--- src/rtl/mips_pkg.sv ---
// Shared constants for the multi-cycle MIPS control path: instruction fields,
// datapath mux encodings, ALU op codes and FSM state codes.
package mips_pkg;

  localparam logic [5:0] OP_RTYPE = 6'h00;
  localparam logic [5:0] OP_J     = 6'h02;
  localparam logic [5:0] OP_JAL   = 6'h03;
  localparam logic [5:0] OP_BEQ   = 6'h04;
  localparam logic [5:0] OP_BNE   = 6'h05;
  localparam logic [5:0] OP_ADDI  = 6'h08;
  localparam logic [5:0] OP_ANDI  = 6'h0C;
  localparam logic [5:0] OP_ORI   = 6'h0D;
  localparam logic [5:0] OP_LUI   = 6'h0F;
  localparam logic [5:0] OP_LW    = 6'h23;
  localparam logic [5:0] OP_SW    = 6'h2B;

  localparam logic [5:0] FN_SLL = 6'h00;
  localparam logic [5:0] FN_SRL = 6'h02;
  localparam logic [5:0] FN_JR  = 6'h08;
  localparam logic [5:0] FN_ADD = 6'h20;
  localparam logic [5:0] FN_SUB = 6'h22;
  localparam logic [5:0] FN_AND = 6'h24;
  localparam logic [5:0] FN_OR  = 6'h25;
  localparam logic [5:0] FN_NOR = 6'h27;

  localparam logic [2:0] ALU_ADD   = 3'd0;
  localparam logic [2:0] ALU_SUB   = 3'd1;
  localparam logic [2:0] ALU_RTYPE = 3'd2;
  localparam logic [2:0] ALU_AND   = 3'd3;
  localparam logic [2:0] ALU_OR    = 3'd4;

  localparam logic [1:0] PCS_ALU    = 2'd0;
  localparam logic [1:0] PCS_ALUOUT = 2'd1;
  localparam logic [1:0] PCS_JUMP   = 2'd2;
  localparam logic [1:0] PCS_RS     = 2'd3;

  localparam logic [1:0] SRCB_RT     = 2'd0;
  localparam logic [1:0] SRCB_FOUR   = 2'd1;
  localparam logic [1:0] SRCB_IMM    = 2'd2;
  localparam logic [1:0] SRCB_IMM_SH = 2'd3;

  localparam logic [1:0] RDST_RT = 2'd0;
  localparam logic [1:0] RDST_RD = 2'd1;
  localparam logic [1:0] RDST_RA = 2'd2;

  localparam logic [1:0] M2R_ALU = 2'd0;
  localparam logic [1:0] M2R_MDR = 2'd1;
  localparam logic [1:0] M2R_PC  = 2'd2;
  localparam logic [1:0] M2R_LUI = 2'd3;

  localparam logic [3:0] S_IDLE     = 4'd0;
  localparam logic [3:0] S_FETCH    = 4'd1;
  localparam logic [3:0] S_DECODE   = 4'd2;
  localparam logic [3:0] S_EXEC_R   = 4'd3;
  localparam logic [3:0] S_EXEC_I   = 4'd4;
  localparam logic [3:0] S_MEM_ADDR = 4'd5;
  localparam logic [3:0] S_MEM_RD   = 4'd6;
  localparam logic [3:0] S_MEM_WR   = 4'd7;
  localparam logic [3:0] S_WB_R     = 4'd8;
  localparam logic [3:0] S_WB_I     = 4'd9;
  localparam logic [3:0] S_WB_MEM   = 4'd10;
  localparam logic [3:0] S_BRANCH   = 4'd11;
  localparam logic [3:0] S_JUMP     = 4'd12;
  localparam logic [3:0] S_JR       = 4'd13;
  localparam logic [3:0] S_TRAP     = 4'd14;

  function automatic logic [2:0] alu_op_for_imm(input logic [5:0] op);
    case (op)
      OP_ANDI: return ALU_AND;
      OP_ORI:  return ALU_OR;
      default: return ALU_ADD;
    endcase
  endfunction

endpackage

--- src/rtl/mips_mc_decode.sv ---
// DECODE-state successor function: maps opcode/funct to the next state and
// flags encodings the core does not implement.
module mips_mc_decode
  import mips_pkg::*;
#(
  parameter bit TRAP_ON_ILLEGAL = 1'b1
) (
  input  logic [5:0] i_opcode,
  input  logic [5:0] i_funct,
  output logic [3:0] o_next_state,
  output logic       o_illegal
);

  always_comb begin
    o_next_state = S_FETCH;
    o_illegal    = 1'b0;
    case (i_opcode)
      OP_RTYPE: begin
        case (i_funct)
          FN_ADD, FN_SUB, FN_AND, FN_OR, FN_NOR, FN_SLL, FN_SRL: o_next_state = S_EXEC_R;
          FN_JR:   o_next_state = S_JR;
          default: o_illegal = 1'b1;
        endcase
      end
      OP_ADDI, OP_ANDI, OP_ORI: o_next_state = S_EXEC_I;
      OP_LUI:                   o_next_state = S_WB_I;
      OP_LW, OP_SW:             o_next_state = S_MEM_ADDR;
      OP_BEQ, OP_BNE:           o_next_state = S_BRANCH;
      OP_J, OP_JAL:             o_next_state = S_JUMP;
      default:                  o_illegal = 1'b1;
    endcase
    // Without trapping, a bad encoding simply retires and fetch resumes.
    if (o_illegal) o_next_state = TRAP_ON_ILLEGAL ? S_TRAP : S_FETCH;
  end

endmodule

--- src/rtl/mips_multicycle_control.sv ---
// Multi-cycle MIPS control FSM: sequences the shared memory port and ALU,
// with a memory wait timeout and an illegal-instruction trap.
module mips_multicycle_control
  import mips_pkg::*;
#(
  parameter int unsigned MEM_WAIT_LIMIT  = 15,
  parameter bit          TRAP_ON_ILLEGAL = 1'b1
) (
  input  logic       clk,
  input  logic       reset,
  input  logic [5:0] opcode,
  input  logic [5:0] funct,
  input  logic       branch_taken,
  input  logic       mem_ready,
  output logic       mem_req,
  output logic       mem_we,
  output logic       iord,
  output logic       ir_write,
  output logic       pc_write,
  output logic       pc_write_cond,
  output logic [1:0] pc_source,
  output logic       alu_src_a,
  output logic [1:0] alu_src_b,
  output logic [2:0] alu_op,
  output logic       reg_write,
  output logic [1:0] reg_dst,
  output logic [1:0] mem_to_reg,
  output logic       instr_done,
  output logic       illegal,
  output logic       bus_error,
  output logic [3:0] o_state_dbg
);

  localparam logic [7:0] WAIT_LAST = 8'(MEM_WAIT_LIMIT - 1);

  logic [3:0] r_state;
  logic [3:0] w_state_nxt;
  logic [7:0] r_wait_cnt;
  logic       r_illegal;
  logic       r_bus_error;
  logic [3:0] w_dec_nxt;
  logic       w_dec_illegal;
  logic       w_waiting;
  logic       w_timeout;
  logic       w_unused;

  // The branch condition gates pc_write_cond in the datapath, not here.
  assign w_unused = branch_taken;

  mips_mc_decode #(.TRAP_ON_ILLEGAL(TRAP_ON_ILLEGAL)) u_decode (
    .i_opcode    (opcode),
    .i_funct     (funct),
    .o_next_state(w_dec_nxt),
    .o_illegal   (w_dec_illegal)
  );

  assign w_waiting   = mem_req && !mem_ready;
  assign w_timeout   = w_waiting && (r_wait_cnt == WAIT_LAST);
  assign illegal     = r_illegal;
  assign bus_error   = r_bus_error;
  assign o_state_dbg = r_state;

  always_comb begin
    w_state_nxt = r_state;
    case (r_state)
      S_IDLE:     w_state_nxt = S_FETCH;
      S_FETCH:    if (mem_ready) w_state_nxt = S_DECODE;
      S_DECODE:   w_state_nxt = w_dec_nxt;
      S_EXEC_R:   w_state_nxt = S_WB_R;
      S_EXEC_I:   w_state_nxt = S_WB_I;
      S_MEM_ADDR: w_state_nxt = (opcode == OP_SW) ? S_MEM_WR : S_MEM_RD;
      S_MEM_RD:   if (mem_ready) w_state_nxt = S_WB_MEM;
      S_MEM_WR:   if (mem_ready) w_state_nxt = S_FETCH;
      S_WB_R, S_WB_I, S_WB_MEM, S_BRANCH, S_JUMP, S_JR: w_state_nxt = S_FETCH;
      S_TRAP:     w_state_nxt = S_TRAP;
      default:    w_state_nxt = S_IDLE;
    endcase
    if (w_timeout) w_state_nxt = S_TRAP;
  end

  // Any state change restarts the wait count, so each memory state starts at 0.
  always_ff @(posedge clk or negedge reset) begin
    if (!reset) begin
      r_state     <= S_IDLE;
      r_wait_cnt  <= 8'd0;
      r_illegal   <= 1'b0;
      r_bus_error <= 1'b0;
    end else begin
      r_state <= w_state_nxt;
      if (w_state_nxt != r_state) r_wait_cnt <= 8'd0;
      else if (w_waiting)         r_wait_cnt <= r_wait_cnt + 8'd1;
      if (w_timeout) r_bus_error <= 1'b1;
      if ((r_state == S_DECODE) && w_dec_illegal && TRAP_ON_ILLEGAL) r_illegal <= 1'b1;
    end
  end

  always_comb begin
    mem_req       = 1'b0;
    mem_we        = 1'b0;
    iord          = 1'b0;
    ir_write      = 1'b0;
    pc_write      = 1'b0;
    pc_write_cond = 1'b0;
    pc_source     = PCS_ALU;
    alu_src_a     = 1'b0;
    alu_src_b     = SRCB_RT;
    alu_op        = ALU_ADD;
    reg_write     = 1'b0;
    reg_dst       = RDST_RT;
    mem_to_reg    = M2R_ALU;
    instr_done    = 1'b0;
    case (r_state)
      S_FETCH: begin
        mem_req   = 1'b1;
        alu_src_b = SRCB_FOUR;
        ir_write  = mem_ready;
        pc_write  = mem_ready;
      end
      S_DECODE: begin
        alu_src_b  = SRCB_IMM_SH;
        instr_done = w_dec_illegal && !TRAP_ON_ILLEGAL;
      end
      S_EXEC_R: begin
        alu_src_a = 1'b1;
        alu_op    = ALU_RTYPE;
      end
      S_EXEC_I: begin
        alu_src_a = 1'b1;
        alu_src_b = SRCB_IMM;
        alu_op    = alu_op_for_imm(opcode);
      end
      S_MEM_ADDR: begin
        alu_src_a = 1'b1;
        alu_src_b = SRCB_IMM;
      end
      S_MEM_RD: begin
        mem_req = 1'b1;
        iord    = 1'b1;
      end
      S_MEM_WR: begin
        mem_req    = 1'b1;
        mem_we     = 1'b1;
        iord       = 1'b1;
        instr_done = mem_ready;
      end
      S_WB_R: begin
        reg_write  = 1'b1;
        reg_dst    = RDST_RD;
        instr_done = 1'b1;
      end
      S_WB_I: begin
        reg_write  = 1'b1;
        mem_to_reg = (opcode == OP_LUI) ? M2R_LUI : M2R_ALU;
        instr_done = 1'b1;
      end
      S_WB_MEM: begin
        reg_write  = 1'b1;
        mem_to_reg = M2R_MDR;
        instr_done = 1'b1;
      end
      S_BRANCH: begin
        alu_src_a     = 1'b1;
        alu_op        = ALU_SUB;
        pc_write_cond = 1'b1;
        pc_source     = PCS_ALUOUT;
        instr_done    = 1'b1;
      end
      S_JUMP: begin
        pc_write   = 1'b1;
        pc_source  = PCS_JUMP;
        instr_done = 1'b1;
        if (opcode == OP_JAL) begin
          reg_write  = 1'b1;
          reg_dst    = RDST_RA;
          mem_to_reg = M2R_PC;
        end
      end
      S_JR: begin
        pc_write   = 1'b1;
        pc_source  = PCS_RS;
        instr_done = 1'b1;
      end
      default: ;
    endcase
  end

endmodule

--- config.mk ---
export PLATFORM = sky130hd
export DESIGN_NAME = mips_multicycle_control
export DESIGN_NICKNAME = d
export VERILOG_FILES = /design/src/rtl/mips_pkg.sv /design/src/rtl/mips_mc_decode.sv /design/src/rtl/mips_multicycle_control.sv
export SDC_FILE = /design/constraint.sdc
export NUM_CORES = 1
export LEC_CHECK = 0
export CAP_MARGIN = 20
export CORE_AREA = 2 2 63 65
export DETAILED_ROUTE_END_ITERATION = 10
export DIE_AREA = 0 0 65 67
export GPL_TIMING_DRIVEN = 0
export MAX_ROUTING_LAYER = met4
export PLACE_DENSITY_LB_ADDON = 0.15
export SKIP_LAST_GASP = 1
export SLEW_MARGIN = 0
export SYNTH_ARGS = -nofsm -noshare
export SYNTH_HDL_FRONTEND = slang
export SYNTH_SLANG_ARGS = --single-unit
export TNS_END_PERCENT = 10
--- constraint.sdc ---
create_clock -name clk -period 6.9 [get_ports clk]
set_input_delay 1.035 -clock clk [delete_from_list [all_inputs] [get_ports clk]]
set_output_delay 1.035 -clock clk [all_outputs]
set_load 0.02 [all_outputs]
==> summary.txt <==
Outcome
  • Status: completed

Power
  • Design Power: approximately 0.58 mW
  • Peak VDD IR: ~0.12 mV
  • Sequential share of power: between 10% and 20%
  • Clock network power share: 11.2%
  • Sw Share: between 40% and 50%
  • Sw Pwr: 0.274 mW
  • Pwr dens: 300 nW/um^2
  • Combinational fraction of design power: between 60% and 70%
  • Leakage power: between 0.7 and 0.8 nW
  • Pint: around 0.3 mW

Placement
  • Post-place instance area: between 1500 and 2000 um^2
  • Place WS: 2680 ps
  • Placed cell count: around 280
  • Routability cong.: approximately 0.88
  • PortBufs: 40
  • Hpwl dp: between 2 and 3 mm

Logic synthesis
  • Post-synthesis cell area: between 1000 and 1500 um^2
  • FF+latch count, synth: 14
  • Sequential area share after synthesis: 24.7%
  • Async S/R FF share, synth: between 90% and 100%
  • Post-synth cell types: 52
  • Largest cells by area after synthesis: dfrtp_1, nor3_1, nand2_1
  • Synth Warn #: 0
  • Mux contribution to synthesized area: 0.706%
  • Share of the synthesized area in the top cell type: 24.7%
  • Top FF cell, synth: dfrtp_1
  • Yosys top cell by area: dfrtp_1
  • Syn Nets: 209
  • Synth Area in Compound Gates: between 20% and 30%
  • Largest family of logic cells by synthesized area: simple AND/OR/NAND/NOR gates
  • EDFF count, synth: 0
  • Cells after Synth: 191
  • Mean Syn Cell Area: around 7.4 um^2
  • Synth Area in XOR/XNOR: under 10%
  • Synth Area in Simple Gates: between 30% and 40%
  • Post-Synth Adder-Cell Area: ~1.8%

Worst hold path
  • Hold Crit Class: register to register
  • Hold path startpoint: bus_error

Drt
  • Via density: between 5 and 6
  • DR pass1 iterations: 4
  • Antenna viol nets, final: 0
  • Drt initial violations: 67
  • DR WL/cell: 12.9 um
  • Routed WL: 3.63 mm
  • Detailed-route DRC error count: 0
  • Vias: around 1500

Layout
  • Cell area after layout: 1920 um^2
  • P&R area growth vs syn: 35.4%
  • Antenna Cells: 0
  • Fin cells: ~280
  • Ratio of cells with drive above 1 in the final layout: 6.41%
  • Nets: between 200 and 300
  • FILL cells: 366

STA
  • RSZ-0062 raised after global routing: no
  • Max_slew headroom: 60.1%
  • Final Critical Period: 4230 ps
  • Setup_tns: 0 ps
  • Slew Limit Fails: 0
  • Worst Skew: 0.315 ps
  • Hold Vio Cnt, Final: 0
  • Max Fclk: about 240 MHz
  • Final setup viols: 0
  • Setup ws final: roughly 2700 ps
  • Worst-margin pin slew: about 600 ps
  • Period utilisation layout: between 60% and 70%

Floorplan
  • Initial core utilization: 39.3%
  • # IOs: 42
  • Die Area: ~4400 um^2
  • Die width: ~65 um
  • Row Count: 22
  • Die Ht: between 60 and 70 um
  • Core Box Area: between 3000 and 4000 um^2

Setup path
  • Worst path arrival time: ~3200 ps
  • CP Data Required Time: slightly below 6000 ps
  • CP endpoint kind: output pin
  • Critical path origin: opcode[2]
  • Critical Path Fanout Max: 9
  • WS Path Type: input pin to output pin
  • Startpoint Class: input pin
  • Reg2reg start: o_state_dbg[0]

Clocking
  • Hold-fix buffers, CTS: 0
  • Cts bufs inserted: 3
  • H-tree lvl count: 1
  • Clock-pin slew on the worst setup and hold paths: 50 ps
  • Root buffer cell: clkbuf_8
  • Post CTS Setup Buffer Count: 0
  • CTS max path bufs: 2
  • CTS tree: yes
  • CTS resizes: 0
  • Clk sinks: 14
  • Skew-Pair Late Insertion Delay: roughly 240 ps

Global route
  • Initial antenna violation count: 0
  • First-pass GRT wire length: just over 6 mm
  • Total global routing track utilization: a little under a fifth
  • Vias in the first global route: roughly 1400
  • Overflow after GRT: 0
  • Largest net degree at the start of global routing: 15

Run
  • Number of maximum-capacitance violations: 0
[synth_stat cells (2+ instances only)]
| cell | count |
|---|---|
| nand2_1 | 18 |
| nor2_1 | 17 |
| nor3_1 | 16 |
| dfrtp_1 | 14 |
| o21ai_0 | 11 |
| a21oi_1 | 10 |
| nand2b_1 | 10 |
| clkbuf_1 | 9 |
| inv_1 | 9 |
| nand4_1 | 6 |
| nand3_1 | 5 |
| nor2b_1 | 5 |
| and2_1 | 4 |
| xor2_1 | 4 |
| a31oi_1 | 3 |
| nor4_1 | 3 |
| or3_1 | 3 |
| or4_4 | 3 |
| xnor2_1 | 3 |
| ha_1 | 2 |
| nor3b_1 | 2 |
| o211a_1 | 2 |
| o22ai_1 | 2 |
| o32ai_1 | 2 |
[registers in the layout (all words and copies together) (netlist names)]
register	cells
r_wait_cnt	8
o_state_dbg	4
bus_error	1
illegal	1
[path summary, 6_finish.rpt]
path	cells past startpoint	end	slack, ps
setup / recovery	6	mem_to_reg[1]	2670
hold / removal	1	bus_error	460
setup reg to reg	8	r_wait_cnt[2]	4370
hold reg to reg	1	bus_error	460
max in group asynchronous	1	r_wait_cnt[2]	5340
min in group asynchronous	1	bus_error	1170
[metal layers]
metal | track usage, % | up-vias | wire [um]
li1 | - | 798 | -
met1 | 25.0 | 694 | 1830
met2 | 28.2 | 42 | 1600
met3 | 3.55 | 4 | 158
met4 | 6.65 | 0 | 36
met5 | - | - | 0
[stage by stage]
stage	util [%]	hold WS, ps
after floorplan	-	526
after global placement	52.1	454
after detailed placement	52.1	458
after CTS	53.2	471
after global routing	53.2	504
final	53.2	462
[cells by family after synthesis]
group,Yosys count
buffers and inverters,19
multiplexers,1
adder cells (fa/ha/maj),2
AO/OA/AOI/OAI,47
XOR/XNOR,7
AND/OR/NAND/NOR,101
flip-flops,14
[cells in the final DEF, fill, tap and decap left out, drive strengths merged, types with 2 or more instances in the layout]
master         instances
nor3b                  2
a31oi                  4
dfrtp                 14
a21boi                 2
nand3                  5
a21oi                 10
o21ai                 11
nand4                  6
xor2                   4
or4                    4
and2                   4
o211a                  2
nor3                  16
ha                     2
nor2                  17
o22ai                  3
nand2                 18
nor4                   4
xnor2                  3
o32ai                  2
or3                    3
nand2b                10
clkdlybuf4s50         40
inv                    9
nor2b                  5
clkbuf                12
[power by group through the flow]
stage	Clock (mW)	Sequential, mW	Combinational [mW]
final	0.0644	0.110	0.401
after CTS	0.0679	0.110	0.401
after detailed placement	0	0.111	0.400
after global routing	0.0708	0.112	0.437
after global placement	0	0.111	0.401
after floorplan	0	0.123	0.246
[layout make-up]
cell class              count  area [um^2]  share of cell area [%]
plain buffers              10         37.5                    1.96
inverters                   9         33.8                    1.76
repair buffers             40          400                    20.9
flip-flops and latches     14          350                    18.3
well taps                  48         60.1                    3.13
multi-input cells         158          996                    51.9
clock buffers               3         41.3                    2.15
[critical path, stage by stage]
cell and delay [ps]:
clkdlybuf4s50_1 530, or4_4 590, nor3_1 210, nand2_1 120, o21ai_0 90, clkdlybuf4s50_1 620
Power figures use the tool's default switching activity.
